`config.mk`:
```
export PLATFORM = sky130hd
export DESIGN_NAME = seq_mult_32b
export DESIGN_NICKNAME = d
export VERILOG_FILES = /design/src/rtl/seq_mult_32b.sv
export SDC_FILE = /design/constraint.sdc
export NUM_CORES = 1
export LEC_CHECK = 0
export CAP_MARGIN = 0
export CORE_UTILIZATION = 55
export DETAILED_ROUTE_END_ITERATION = 16
export PLACE_DENSITY = 0.84
export SLEW_MARGIN = 20
export SYNTH_ARGS = -nofsm -noshare
export SYNTH_HDL_FRONTEND = slang
export SYNTH_SLANG_ARGS = --single-unit
```
`constraint.sdc`:
```
create_clock -name clk -period 10.8 [get_ports clk]
set_input_delay 1.62 -clock clk [delete_from_list [all_inputs] [get_ports clk]]
set_output_delay 1.62 -clock clk [all_outputs]
set_load 0.1 [all_outputs]
```
`src/rtl/seq_mult_32b.sv`:
```
// 32x32 unsigned sequential shift-add multiplier: one multiplier bit per cycle,
// 32 iterations, registered 64-bit product with busy/done handshake.
module seq_mult_32b (
    input  logic        clk,
    input  logic        reset,
    input  logic        start,
    input  logic [31:0] a,
    input  logic [31:0] b,
    output logic [63:0] product,
    output logic        busy,
    output logic        done
);

    typedef enum logic [1:0] {
        S_IDLE,
        S_RUN,
        S_DONE
    } state_t;

    state_t      r_state;
    state_t      w_state_next;
    logic        w_accept;
    logic        w_last;
    logic [63:0] r_mcand;
    logic [31:0] r_mplier;
    logic [63:0] r_acc;
    logic [4:0]  r_cnt;
    logic [63:0] r_product;
    logic [63:0] w_addend;
    logic [63:0] w_acc_next;

    always_ff @(posedge clk) begin
        if (reset) begin
            r_state <= S_IDLE;
        end else begin
            r_state <= w_state_next;
        end
    end

    always_comb begin
        w_state_next = r_state;
        w_accept     = 1'b0;
        w_last       = 1'b0;
        case (r_state)
            S_IDLE: begin
                if (start) begin
                    w_accept     = 1'b1;
                    w_state_next = S_RUN;
                end
            end
            S_RUN: begin
                if (r_cnt == 5'd31) begin
                    w_last       = 1'b1;
                    w_state_next = S_DONE;
                end
            end
            S_DONE: begin
                if (start) begin
                    w_accept     = 1'b1;
                    w_state_next = S_RUN;
                end else begin
                    w_state_next = S_IDLE;
                end
            end
            default: w_state_next = S_IDLE;
        endcase
    end

    // Multiplicand is pre-extended to 64 bits so the shifted partial product never loses bits.
    assign w_addend   = r_mplier[0] ? r_mcand : 64'd0;
    assign w_acc_next = r_acc + w_addend;

    always_ff @(posedge clk) begin
        if (reset) begin
            r_mcand   <= 64'd0;
            r_mplier  <= 32'd0;
            r_acc     <= 64'd0;
            r_cnt     <= 5'd0;
            r_product <= 64'd0;
        end else if (w_accept) begin
            r_mcand  <= {32'd0, a};
            r_mplier <= b;
            r_acc    <= 64'd0;
            r_cnt    <= 5'd0;
        end else if (r_state == S_RUN) begin
            r_acc    <= w_acc_next;
            r_mcand  <= r_mcand << 1;
            r_mplier <= r_mplier >> 1;
            r_cnt    <= r_cnt + 5'd1;
            if (w_last) begin
                r_product <= w_acc_next;
            end
        end
    end

    assign product = r_product;
    assign busy    = (r_state == S_RUN);
    assign done    = (r_state == S_DONE);

endmodule

```
# Word level (Yosys, flattened, before mapping)
# Index checks and enable logic that the tools add are counted.
op_classes:
  n_mux: 13
  addsub: 2
  n_eq_ne: 5
  n_reduce_logical: 6
  bitwise_logic: 1
op_table:
  columns: ["cell", "n"]
  rows:
  - ["32-bit two-way mux", 4]
  - ["64-bit adder", 1]
  - ["64-bit two-way mux", 1]
  - ["2-bit one-hot mux with 3 select lines", 1]
  - ["5-bit by 1-bit adder with 5-bit output (second input constant)", 1]
  - ["5-bit == test (second input constant)", 1]
  - ["1-bit two-way mux", 5]
  - ["2-bit two-way mux", 2]
  - ["2-bit OR reduction", 2]
  - ["3-bit AND reduction", 1]
  - ["2-bit by 1-bit == test with 1-bit output (second input constant)", 1]
  - ["2-bit == test (second input constant)", 1]
  - ["2-bit logical NOT", 1]
  - ["2-bit by 1-bit != test with 1-bit output (second input constant)", 1]
  - ["2-bit != test (second input constant)", 1]
  - ["2-bit AND reduction", 1]
  - ["2-bit nonzero test", 1]
  - ["1-bit NOT", 1]
word_totals:
  in_bits: 67
  reg_bits: 231
  output_inout_bits: 66

# Logic depth before layout (Yosys ltp)
# Gate-level depths: netlist of run 1.
depth:
  word_depth: 5
  ltp_mapped: 16
  mapped_depth_nobuf: 14

# Worst setup path before layout of run 1
# No wires, ideal clock.
synth_timing:
  path_type: "register to register"
  startpoint: "register r_mplier[0]"
  endpoint: "register r_acc[36]"
  setup_time_ps: 70
  path_stages_with_launch: 17
  period_less_slack_ps: 3537
  path_buffers: 2
  arrival_ps: 3466
  t_required_ps: 10730
  path_slack_ps: 7263
  cell_sequence: "dfxtp_1 > clkbuf_1 > clkbuf_1 > and2_1 > ha_1 > fa_1 > a211oi_1 > nor2_2 > o31ai_2 > o21ai_1 > a41oi_1 > o21a_1 > o21ai_1 > a311oi_1 > xnor2_1 > nand2_1 > a21oi_1"
synth_between:
  elab_chain_cells: 2
synth_rtl:
  columns: ["element", "line", "source"]
  rows:
  - ["start: declaration", "25", "logic [31:0] r_mplier;"]
  - ["start signal: assignment", "88", "r_mplier <= r_mplier >> 1;"]
  - ["64-bit two-way mux", "70", "assign w_addend = r_mplier[0] ? r_mcand : 64'd0;"]
  - ["64-bit adder", "71", "assign w_acc_next = r_acc + w_addend;"]
  - ["end signal: assignment", "86", "r_acc <= w_acc_next;"]
  - ["end: declaration", "26", "logic [63:0] r_acc;"]
# Every way passes these cells.
# A chain may end at the register's enable or synchronous reset.

# Final worst setup path of run 1
layout_timing:
  startpoint: "register r_state[0]"
  endpoint: "output port busy"
layout_between:
  elab_chain_cells: 1
layout_rtl:
  columns: ["element", "line", "source"]
  rows:
  - ["start: declaration", "20", "state_t r_state;"]
  - ["start signal: assignment", "36", "r_state <= w_state_next;"]
  - ["2-bit by 1-bit == test with 1-bit output", "97", "assign busy = (r_state == S_RUN);"]
  - ["end: declaration", "10", "output logic busy,"]
# Every way passes these cells.

==> out/results.txt, run 1 <==
Syn_area_per_cell: 7.58 um^2
Setup Skew: 0.0225 ns
DRC: 0
Top_reg_cell synth: dfxtp_1
Area leader, netlist: dfxtp_1
Grt total ovfl: 0
Total Routing Usage GR: 28.0%
Port Buffers: 132
Unrepaired setup endpoints after global routing: no
Clock Path Buffers: 3
Initial DRC Count: 811
Clock Latency Late Sink: 0.53 ns
Final ANT Viol Nets: 0
Post-CTS Resized: 0
Static Leak: 0.00542 uW
Hold Crit Class: reg2reg
Starting Density: 56.1%
Hold Buf Count CTS: 0
Crit. Startpoint: r_state[0]
Crit. End Element: output pin
Core area: 21800 um^2
CTS tree: done
Routed wire length: 31800 um
Vias/cell: 5.89
Min-delay src: product[15]
Final min period: 4.33 ns
Initial DRT Pass Iterations: 6
Distinct cells, synth: 60
F_max: 231 MHz
Number of synthesized flops with an enable pin: 0
Hold Vio Cnt, Final: 0
Data required, critical path: 9.18 ns
Fin util: 66.2%
Final nets: 1807
Arrival time at the worst endpoint: 2.71 ns
DIE HEIGHT: 151 um
Fin cells: 1971
Routability congestion estimate: 0.937
Drt wl/cell: 16.1 um
Seq cells post-synth: 231
Max Cap Viol: 0
Place WS: 6.38 ns
Synthesized area: 12300 um^2
Crit-path max FO: 56
Clk slew on worst S/H paths: 0.06 ns
Placed cell count: 1927
Final Cycle Share: 40.1%
Std-Cell Rows: 54
First-pass GRT wire length: 52300 um
Root Driver: clkbuf_16
R2r setup slk: 6.66 ns
Slew headroom: 30.2%
Top cells by area, synth: dfxtp_1 (38%), nand2_1 (12%), a21oi_1 (11%)
Number of fill cells: 1838
Power Density: 132 nW/um^2
Largest net degree at the start of global routing: 87
Maximum VDD drop: 125 uV
Clock Sinks: 231
Number of global-route vias before repair: 10800
Layout area overhead: 17.9%
Kind of critical path: reg2out
GR met2 Demand/Resource: 46.1%
Seq/Total Area, Yosys: 37.7%
Via count: 11600
I/O pin count: 133
Synth warnings: 0
Post-synth ARST share: 0%
Syn Nets: 1749
Worst setup SP type: register
H-tree depth: 1
Die Area: 22900 um^2
Post-CTS Setup Inserts: 0
CTS buffer count: 25
Initial antenna violation count: 0
Met1 Use GR: 37.7%
Final worst slack: 6.47 ns
Mapped Cells: 1616
Slew Viols, Final: 0
Share of layout cells above drive strength 1: 3.96%
Commonest non-fill, non-tap cell in the layout: nand2_1
Die extent in x: 151 um
Slew @ Worst Pin: 1.04 ns
Synth top area share: 37.7%
Global Route met3 Usage: 5.33%
Final setup vio count: 0
Ant diodes: 0
Top Usage Layer GRT: met2
TNS Setup: 0 ns
Most frequent cells in the layout: nand2_1 (377), a21oi_1 (270), dfxtp_1 (231)
FF-to-FF Start: r_mplier[0]
Tot Pwr: 1900 uW
Outcome: complete, no violations
Detailed placement HPWL: 22000 um
==> where the power goes <==
| part | internal (uW) | leakage, uW | switching, uW |
|---|---|---|---|
| registers | 871 | 0.00187 | 12.9 |
| clock network | 522 | 0.000400 | 358 |
| logic | 49.9 | 0.00315 | 90.4 |
| total | 1440 | 0.00542 | 461 |
==> final timing paths <==
path                 endpoint  cells past startpoint
hold / removal    product[15]                      2
hold reg to reg   product[15]                      2
setup / recovery         busy                      3
setup reg to reg    r_acc[42]                     15
==> cell families (layout without fill, tap and decap cells) <==
family                     after synthesis  in the layout  synth area share [%]
adders and majority gates               66             66                  6.80
xor gates and xnor gates                58             58                  4.15
and+or+nand+nor                        628            628                  22.9
DFF                                    231            231                  37.7
AOI/OAI and AO/OA                      504            504                  24.4
buffers and inverters                  129            204                  3.98
==> per-layer routing <==
layer  up-vias  part of all wire [%]  wire length (um)
met2       381                    47             14800
met4         0                   1.8               558
met3        40                   7.1              2260
met5         -                     0                 0
met1      5449                    45             14200
li1       5745                     -                 -
==> cell usage after synthesis (all sizes together), types with 2 or more instances <==
master	n
nor3	11
ha	65
dfxtp	231
a21boi	2
or3	2
o21bai	17
o31a	3
o21ai	62
o31ai	6
or4	8
nor2	63
a22oi	64
buf	11
nand3b	9
a21oi	271
nand2b	6
and2	70
or2	2
a31oi	10
nand2	378
nand4	20
o21a	7
nand4b	4
nor4	2
clkbuf	101
o211ai	4
and3	4
a211oi	12
nand3	40
o22ai	2
a21o	31
nor2b	7
xnor2	30
inv	17
xor2	28
==> stage by stage <==
stage / hold slack, ns / area [um^2]
floorplan: 0.436 / 12300
global placement: 0.442 / 13600
detailed placement: 0.447 / 13600
CTS: 0.455 / 14400
global route: 0.474 / 14400
finish: 0.452 / 14400
==> state kept, by name, summed over array words and instances (netlist names) <==
name and count:
r_mcand 64, r_state 2, r_mplier 32, product 64, r_cnt 5, r_acc 64
==> layout make-up <==
cell class                 count  area, um^2  area share [%]
multi-input combinational   1256        7170            49.6
tap                          280         350            2.43
clock buffer                  34         689            4.77
timing repair buffer         143        1400            9.70
clock inverter                10         149            1.03
inverter                      17        66.3           0.459
sequential                   231        4620            32.0
==> critical path, stage by stage (launching register included) <==
cell	delay (ns)
dfxtp_1	0.44
nand2b_4	0.39
inv_4	0.17
clkdlybuf4s50_1	1.14
Note: power is estimated with default switching activity, not from simulation.
==> inputs of run 2 (changes only) <==
Clock period 10.8 ns to 4.1 ns, I/O delays scaled along.
==> run 2 against run 1 <==
Compared with the run above: first-iteration DRC count up 7.6%; sequential share of layout area down 0.28 points; cell count up 0.61%; clock power rose to 2.7 times the previous value; die area unchanged; setup slack worse by 6.1 ns; critical path depth up 11; global-route usage up 0.88 points; count of clock-buffer cells in the layout up 1; non-clock buffer count up 10; clock skew down 0.0096 ns; largest cell class unchanged.
==> out/results.txt, run 2 (same netlist as run 1, synthesis figures left out) <==
Outcome: complete, no violations
First-pass GRT wire length: 53700 um (+2.7%)
Power Density: 350 nW/um^2 (+170%)
Most frequent CP cell: o21ai_1
Most frequent cells in the layout: nand2_1 (377), a21oi_1 (270), dfxtp_1 (231)
Final Cycle Share: 90.1%
Fin cells: 1983 (+0.61%)
Die Area: 22900 um^2 (unchanged)
Layout area overhead: 19.0%
Hold Buf Count CTS: 0 (unchanged)
Via count: 11600 (+0.20%)
DIE HEIGHT: 151 um (unchanged)
CP delay by family, top: compound AO/OA/AOI/OAI gates
Post-CTS Resized: 0 (unchanged)
Routability congestion estimate: 0.966 (+3.1%)
Max Cap Viol: 0 (unchanged)
Placed cell count: 1937 (+0.52%)
Multi-input logic area: 7170 um^2 (about the same)
Number of fill cells: 1851 (+0.71%)
Slew headroom: 30.6% (+0.39 points)
Vias/cell: 5.87 (-0.41%)
Largest net degree at the start of global routing: 77 (-11%)
Final ANT Viol Nets: 0 (unchanged)
Starting Density: 56.1% (unchanged)
Arrival time at the worst endpoint: 4.15 ns (+1.44 ns)
Grt total ovfl: 0 (unchanged)
Hold Vio Cnt, Final: 0 (unchanged)
Final setup vio count: 0 (unchanged)
Worst setup SP type: register
Slew Viols, Final: 0 (unchanged)
Crit. End Element: register
Commonest non-fill, non-tap cell in the layout: nand2_1
Root Driver: clkbuf_16
Setup Skew: 0.0129 ns (-0.00965 ns)
Final nets: 1817 (+0.55%)
Initial DRC Count: 873 (+7.6%)
CTS buffer count: 25 (unchanged)
Initial antenna violation count: 1 (+1)
Clk slew on worst S/H paths: 0.06 ns (about the same)
Ant diodes: 0 (unchanged)
Hold Crit Class: reg2reg
Critical Path Max Stage Delay: 0.45 ns (-0.69 ns)
Maximum VDD drop: 367 uV (+190%)
Total Routing Usage GR: 28.9% (+0.88 points)
Final min period: 3.69 ns
DRC: 0 (unchanged)
CTS tree: done
Routed wire length: 32600 um (+2.7%)
Tot Pwr: 5110 uW (+170%)
Data required, critical path: 4.56 ns (-4.62 ns)
Drt wl/cell: 16.5 um (+2.1%)
Die extent in x: 151 um (unchanged)
Number of global-route vias before repair: 10800 (+0.63%)
Clock Path Buffers: 3 (unchanged)
R2r setup slk: 0.41 ns (-6.25 ns)
H-tree depth: 1 (unchanged)
Clock Latency Late Sink: 0.53 ns (about the same)
Worst-path cell chain: buf_4 -> and2_1 -> fa_1 -> a211oi_1 -> nor2_2 -> o31ai_2 -> o21ai_1 -> a41oi_1 -> o21a_1 -> o21ai_1 -> a311oi_1 -> xnor2_1 -> nand2_1 -> a21oi_1
Slew @ Worst Pin: 1.04 ns (-0.00590 ns)
Clock Sinks: 231 (unchanged)
Kind of critical path: reg2reg
Reg area: 4620 um^2 (unchanged)
I/O pin count: 133 (unchanged)
Share of layout cells above drive strength 1: 4.76% (+0.79 points)
CP max-delay cell: fa_1
F_max: 271 MHz
Crit-path max FO: 24 (-57%)
Unrepaired setup endpoints after global routing: no
Post-CTS Setup Inserts: 0 (unchanged)
Initial DRT Pass Iterations: 5 (-1)
Static Leak: 0.00551 uW (+1.6%)
Detailed placement HPWL: 23200 um (+5.5%)
TNS Setup: 0 ns (unchanged)
Core area: 21800 um^2 (unchanged)
Std-Cell Rows: 54 (unchanged)
Port Buffers: 132 (unchanged)
WP buf/inv: 1 (-1)
[run 2: cell types whose count changed in the layout (fill, tap and decap cells not counted), sizes merged]
cell and change:
buf +11, bufinv +1, clkbuf +1, clkdlybuf4s50 -1, clkinv +2, clkinvlp -2
[run 2: tightest hold or removal path, cell delays in order, from the launching register on]
cell,delay [ns]
dfxtp_1,0.31
nand2_1,0.05
a21oi_1,0.05
[run 2: cell type report]
cell class | count | area share (%)
multi-input combinational | 1256 | 49.2
sequential | 231 | 31.7
clock inverter | 11 | 1.21
timing repair buffer | 153 | 10.2
tap | 280 | 2.40
clock buffer | 35 | 4.82
inverter | 17 | 0.455
[run 2: layer usage]
layer | GRT usage (%) | up-vias | share of wire, %
li1 | - | 5762 | -
met5 | 0 | - | 0
met1 | 39.2 | 5448 | 46
met3 | 5.18 | 63 | 6.5
met4 | 10.1 | 0 | 2.9
met2 | 45.9 | 365 | 45
[run 2: where the power goes]
part	internal (uW)	switching, uW	leakage (uW)	total (uW)
clock	1460	940	0.000431	2400
sequential	2290	36.0	0.00187	2330
combinational	136	240	0.00320	376
[run 2: stage by stage]
stage               worst slack [ns]  area (um^2)  hold slack (ns)  util, %
floorplan                      0.563        12300            0.436        -
global placement               0.481        13700            0.441     62.8
detailed placement             0.451        13700            0.447     62.8
CTS                            0.427        14600            0.455     66.8
global route                   0.142        14600            0.467     66.8
finish                         0.408        14600            0.453     66.8
[run 2: worst paths after layout]
kind               startpoint     endpoint  cells past startpoint
hold reg to reg   product[18]  product[18]                      2
setup / recovery  r_mplier[0]  product[36]                     14
hold / removal    product[18]  product[18]                      2
setup reg to reg  r_mplier[0]  product[36]                     14
==> variant 1 (flow settings as in run 1) <==
Register the outputs `busy` and `done`, cleared by the reset; this adds one clock of latency there. The other outputs are not delayed to match. Comments in the files are not updated.
--- a/src/rtl/seq_mult_32b.sv
+++ b/src/rtl/seq_mult_32b.sv
@@ -94,8 +94,15 @@
     end
 
     assign product = r_product;
-    assign busy    = (r_state == S_RUN);
-    assign done    = (r_state == S_DONE);
+    always_ff @(posedge clk) begin
+        if (reset) begin
+            busy <= '0;
+            done <= '0;
+        end else begin
+            busy <= (r_state == S_RUN);
+            done <= (r_state == S_DONE);
+        end
+    end
 
 endmodule
 
Check against the original RTL: not equivalent (a bounded check fails within 4 cycles, from zero or initial values and one cycle with reset high).
==> variant 1 against run 1 <==
  * Sequential cell count increased by 2
  * Combinational power increased by 26%
  * Wire length increased by 18%
  * Global-route usage increased by 1.9 points
  * Critical path depth increased by 9
  * Sequential share of layout area decreased by 1.8 points
  * Design area increased by 6.8%
  * Via count increased by 12%
  * Synthesized area increased by 8.2%
  * Total power increased by 4.9%
  * Setup slack got worse by 0.12 ns
  * Register-to-register slack got worse by 0.31 ns
  * Clock power increased by 3.9%
==> variant 1: results (changes against run 1) <==
- The actual transition at the worst max-transition pin is 1.05 ns (was 1.04 ns).
* Combinational logic power: 0.177 mW (was 0.140 mW)
- The final cell count without fillers came to 2,128 (was 1,971).
* Global-route track usage on met2: 47.3% (was 46.1%)
- Most common library cells after synthesis: sky130_fd_sc_hd__nand2_1 (357), sky130_fd_sc_hd__dfxtp_1 (233), sky130_fd_sc_hd__a21oi_1 (184), sky130_fd_sc_hd__nor2_1 (121), sky130_fd_sc_hd__clkbuf_1 (102) (was sky130_fd_sc_hd__nand2_1 (378), sky130_fd_sc_hd__a21oi_1 (270), sky130_fd_sc_hd__dfxtp_1 (231), sky130_fd_sc_hd__clkbuf_1 (101), sky130_fd_sc_hd__and2_1 (70)).
- The adder and majority cell fraction of the synthesized area came to 6.28% (was 6.80%).
* Run status: finished clean (unchanged)
- The met2 layer wire length in the routed design came to 16,800 µm (was 14,800 µm).
- The area of all placed cells without fillers came to 15,400 µm² (was 14,400 µm²).
- Total routing usage reported by global routing: 29.9% (was 28.0%)
- Worst-path cell with the longest stage delay: sky130_fd_sc_hd__dfxtp_1 (was sky130_fd_sc_hd__clkdlybuf4s50_1)
- Post-synthesis cell type count: 82 (was 60)
- Pin count of the biggest net entering global routing: 113 (was 87)
* Wire length of the first global-routing pass: 59,800 µm (was 52,300 µm)
* Routed length on met1: 16,800 µm (was 14,200 µm)
- The number of cells produced by synthesis is 1,759 (was 1,616).
- Sequential-to-total area share from yosys stat: 35.2% (was 37.7%)
* Met3 demand-to-capacity share in global routing: 5.45% (was 5.33%)
* Pleak: 5.76 nW (was 5.42 nW)
- The final worst clock skew was 0.0170 ns (was 0.0225 ns).
* Compound-cell area share of the yosys netlist: 22.9% (was 24.4%)
- The worst-path maximum fanout came to 35 (was 56).
- The worst reg-to-reg path cell count came to 12 (was 15).
* Placed wire-length estimate: 25,700 µm (was 22,000 µm)
* Mux contribution to synthesized area: 0.698% (was 0%)
- DRC violation total after the first TritonRoute iteration: 1,016 (was 811)
- The peak supply drop is 0.000129 V (was 0.000125 V).
- Syn_nets: 1,892 (was 1,749)
* Stage delay of the slowest cell on the critical path: 0.94 ns (was 1.14 ns)
- The fraction of layout cells with a size suffix above 1 was 4.70% (was 3.96%).
- Gpl congestion: 0.957 (was 0.937)
- Total iterations of the first detailed-routing run: 5 (was 6)
- The met3 wire length is 2960 µm (was 2260 µm).
* Share of the synthesized netlist area taken by xor and xnor gates: 3.30% (was 4.15%)
## variant 1: cell families (layout without fill, tap and decap cells)
kind of cell / after synthesis / after routing
buf+inv: 157 / 207
fa+ha+maj: 66 / 66
mux: 9 / 9
xor+xnor: 50 / 50
simple gates: 776 / 776
flops: 233 / 233
compound gates: 468 / 468
## variant 1: path summary, 6_finish.rpt
| path | start | to | slack, ns |
|---|---|---|---|
| min | product[47]$_SDFFE_PP0P_ | product[47]$_SDFFE_PP0P_ | 0.45 |
| min reg2reg | product[47]$_SDFFE_PP0P_ | product[47]$_SDFFE_PP0P_ | 0.45 |
| max reg2reg | r_mplier[0]$_SDFFE_PP0P_ | r_acc[61]$_SDFFE_PP0P_ | 6.35 |
| max | r_mplier[0]$_SDFFE_PP0P_ | r_acc[61]$_SDFFE_PP0P_ | 6.35 |
## variant 1: cell type report
class	count	share of cell area, %
clock inverters	14	1.27
repair buffers	144	9.15
flip-flops and latches	233	30.2
well taps	319	2.59
inverters	18	0.438
clock buffers	31	4.39
multi-input cells	1369	51.9
==> variant 2 (settings of run 1) <==
Without the edit above. Register the inputs `start`, `a` and `b` before use, with the module's reset. The logic sees them one clock later.
--- a/src/rtl/seq_mult_32b.sv
+++ b/src/rtl/seq_mult_32b.sv
@@ -16,6 +16,22 @@
         S_RUN,
         S_DONE
     } state_t;
+
+    logic start_q;
+    logic [31:0] a_q;
+    logic [31:0] b_q;
+
+    always_ff @(posedge clk) begin
+        if (reset) begin
+            start_q <= '0;
+            a_q     <= '0;
+            b_q     <= '0;
+        end else begin
+            start_q <= start;
+            a_q     <= a;
+            b_q     <= b;
+        end
+    end
 
     state_t      r_state;
     state_t      w_state_next;
@@ -43,7 +59,7 @@
         w_last       = 1'b0;
         case (r_state)
             S_IDLE: begin
-                if (start) begin
+                if (start_q) begin
                     w_accept     = 1'b1;
                     w_state_next = S_RUN;
                 end
@@ -55,7 +71,7 @@
                 end
             end
             S_DONE: begin
-                if (start) begin
+                if (start_q) begin
                     w_accept     = 1'b1;
                     w_state_next = S_RUN;
                 end else begin
@@ -78,8 +94,8 @@
             r_cnt     <= 5'd0;
             r_product <= 64'd0;
         end else if (w_accept) begin
-            r_mcand  <= {32'd0, a};
-            r_mplier <= b;
+            r_mcand  <= {32'd0, a_q};
+            r_mplier <= b_q;
             r_acc    <= 64'd0;
             r_cnt    <= 5'd0;
         end else if (r_state == S_RUN) begin
Function: changed (Yosys sat finds a counterexample within 4 cycles, from zero or initial values and one cycle with reset high).
==> variant 2 against run 1 <==
  * Wire length is 12% higher
  * Synthesized area up 16%
  * Combinational power decreased by 14%
  * Maximum frequency decreased by 0.37%
  * Highest routed layer unchanged
  * Sequential cell count up 65
  * Setup slack got worse by 0.016 ns
  * Design area increased by 15%
  * Total power rose by 20%
==> variant 2: results (changes against run 1) <==
- Run status: finished clean (unchanged)
- The fraction of layout cells with a size suffix above 1 is 5.35% (was 3.96%).
- Wire length of the first global-routing pass: 58,800 µm (was 52,300 µm)
- The slowest stage cell on the critical path is sky130_fd_sc_hd__dfxtp_2 (was sky130_fd_sc_hd__clkdlybuf4s50_1).
- Met3 demand-to-capacity share in global routing: 2.85% (was 5.33%)
- The pre-CTS setup slack came to 6.57 ns (was 6.38 ns).
- Most common library cells after synthesis: sky130_fd_sc_hd__nand2_1 (378), sky130_fd_sc_hd__dfxtp_1 (296), sky130_fd_sc_hd__a21oi_1 (270), sky130_fd_sc_hd__clkbuf_1 (106), sky130_fd_sc_hd__nor2b_1 (69) (was sky130_fd_sc_hd__nand2_1 (378), sky130_fd_sc_hd__a21oi_1 (270), sky130_fd_sc_hd__dfxtp_1 (231), sky130_fd_sc_hd__clkbuf_1 (101), sky130_fd_sc_hd__and2_1 (70))
- The total CTS buffers was 31 (was 25).
* Stage delay of the slowest cell on the critical path: 1.03 ns (was 1.14 ns)
- The met2 layer wire length in the routed design came to 16,900 µm (was 14,800 µm).
- Arrival time reported for the critical path endpoint: 4.76 ns (was 2.71 ns)
- Detailed-routed wire length on met3: 1780 µm (was 2260 µm)
- The kind of cell with the highest combined delay on the critical path is simple AND/OR/NAND/NOR gates (was buffers and inverters).
- CP Max Fanout: 65 (was 56)
* Per-cell routed wire length: 16.4 µm (was 16.1 µm)
- The max-slew headroom at the worst pin is 29.1% (was 30.2%).
- Layout Skew: 0.0109 ns (was 0.0225 ns)
* Start point of the worst hold path: product[34]$_SDFFE_PP0P_ (was product[15]$_SDFFE_PP0P_)
* Pin count of the biggest net entering global routing: 109 (was 87)
- Post-synthesis cell type count: 73 (was 60)
- The peak supply drop came to 0.000172 V (was 0.000125 V).
- Syn_nets: 1,905 (was 1,749)
* Routed length on met1: 16,000 µm (was 14,200 µm)
- The final net count came to 1,959 (was 1,807).
* Number of cells in the finished layout apart from fillers: 2,179 (was 1,971)
- Sequential-to-total area share from yosys stat: 41.6% (was 37.7%)
- The class of the most critical setup path is register to register (was register to output port).
* Clock latency on the worst-skew pair: 0.58 ns (was 0.53 ns)
- The met1 layer usage reported by global route came to 35.4% (was 37.7%).
- Synthesized instance count: 1,772 (was 1,616)
- The half-perimeter wire length after placement was 24,600 µm (was 22,000 µm).
- Gpl congestion: 0.956 (was 0.937)
[variant 2: changes by cell type in the layout (fill, tap and decap cells not counted), sizes merged, moves of 5 or more]
cell,change
inv,+6
xor2,-5
o21a,+5
xnor2,+7
nor3,+6
clkinv,+9
a21o,-8
clkbuf,+6
nand3,-8
nand3b,-9
dfxtp,+65
nor2b,+62
or3,+5
[variant 2: power breakdown]
| part | switching (mW) | internal [mW] |
|---|---|---|
| Combinational | 0.0761 | 0.0434 |
| Clock | 0.452 | 0.590 |
| Sequential | 0.0140 | 1.12 |
[variant 2: final timing paths]
check,end,slack [ns],depth (start not counted)
max,r_acc[61]$_SDFFE_PP0P_,6.46,12
min,product[34]$_SDFFE_PP0P_,0.45,2
max reg2reg,r_acc[61]$_SDFFE_PP0P_,6.46,12
min reg2reg,product[34]$_SDFFE_PP0P_,0.45,2
[variant 2: area by class of cell]
class                           count  area (µm²)
Clock buffer                       40         860
Clock inverter                     16         148
Fill cell                        2105        8700
Inverter                           23        88.8
Multi-Input combinational cell   1332        7790
Sequential cell                   296        5930
Tap cell                          330         413
Timing Repair Buffer              142        1400
[variant 2: worst reg2reg max path, delay by kind of cell (launching register included)]
family          cells  cell delay, ns
compound gates      5            1.17
fa+ha+maj           1            0.26
flops               1            1.03
mux                 1            0.20
simple gates        5            1.52
[variant 2: cells by family (layout without fill, tap and decap cells)]
kind of cell	count (synthesis)	after routing	synth area share, %
AOI/OAI and AO/OA	516	516	22.2
buffers and inverters	144	221	3.89
DFF	296	296	41.6
and+or+nand+nor	687	687	22.6
adders and majority gates	66	66	5.85
muxes	3	3	0.219
xor gates and xnor gates	60	60	3.69
[variant 2: per-stage QoR]
step	instance area, µm²	total power, mW
finish	16600	2.29
global route	16600	2.36
CTS	16600	2.30
detailed placement	15600	1.27
global placement	15600	1.27
floorplan	14300	1.22
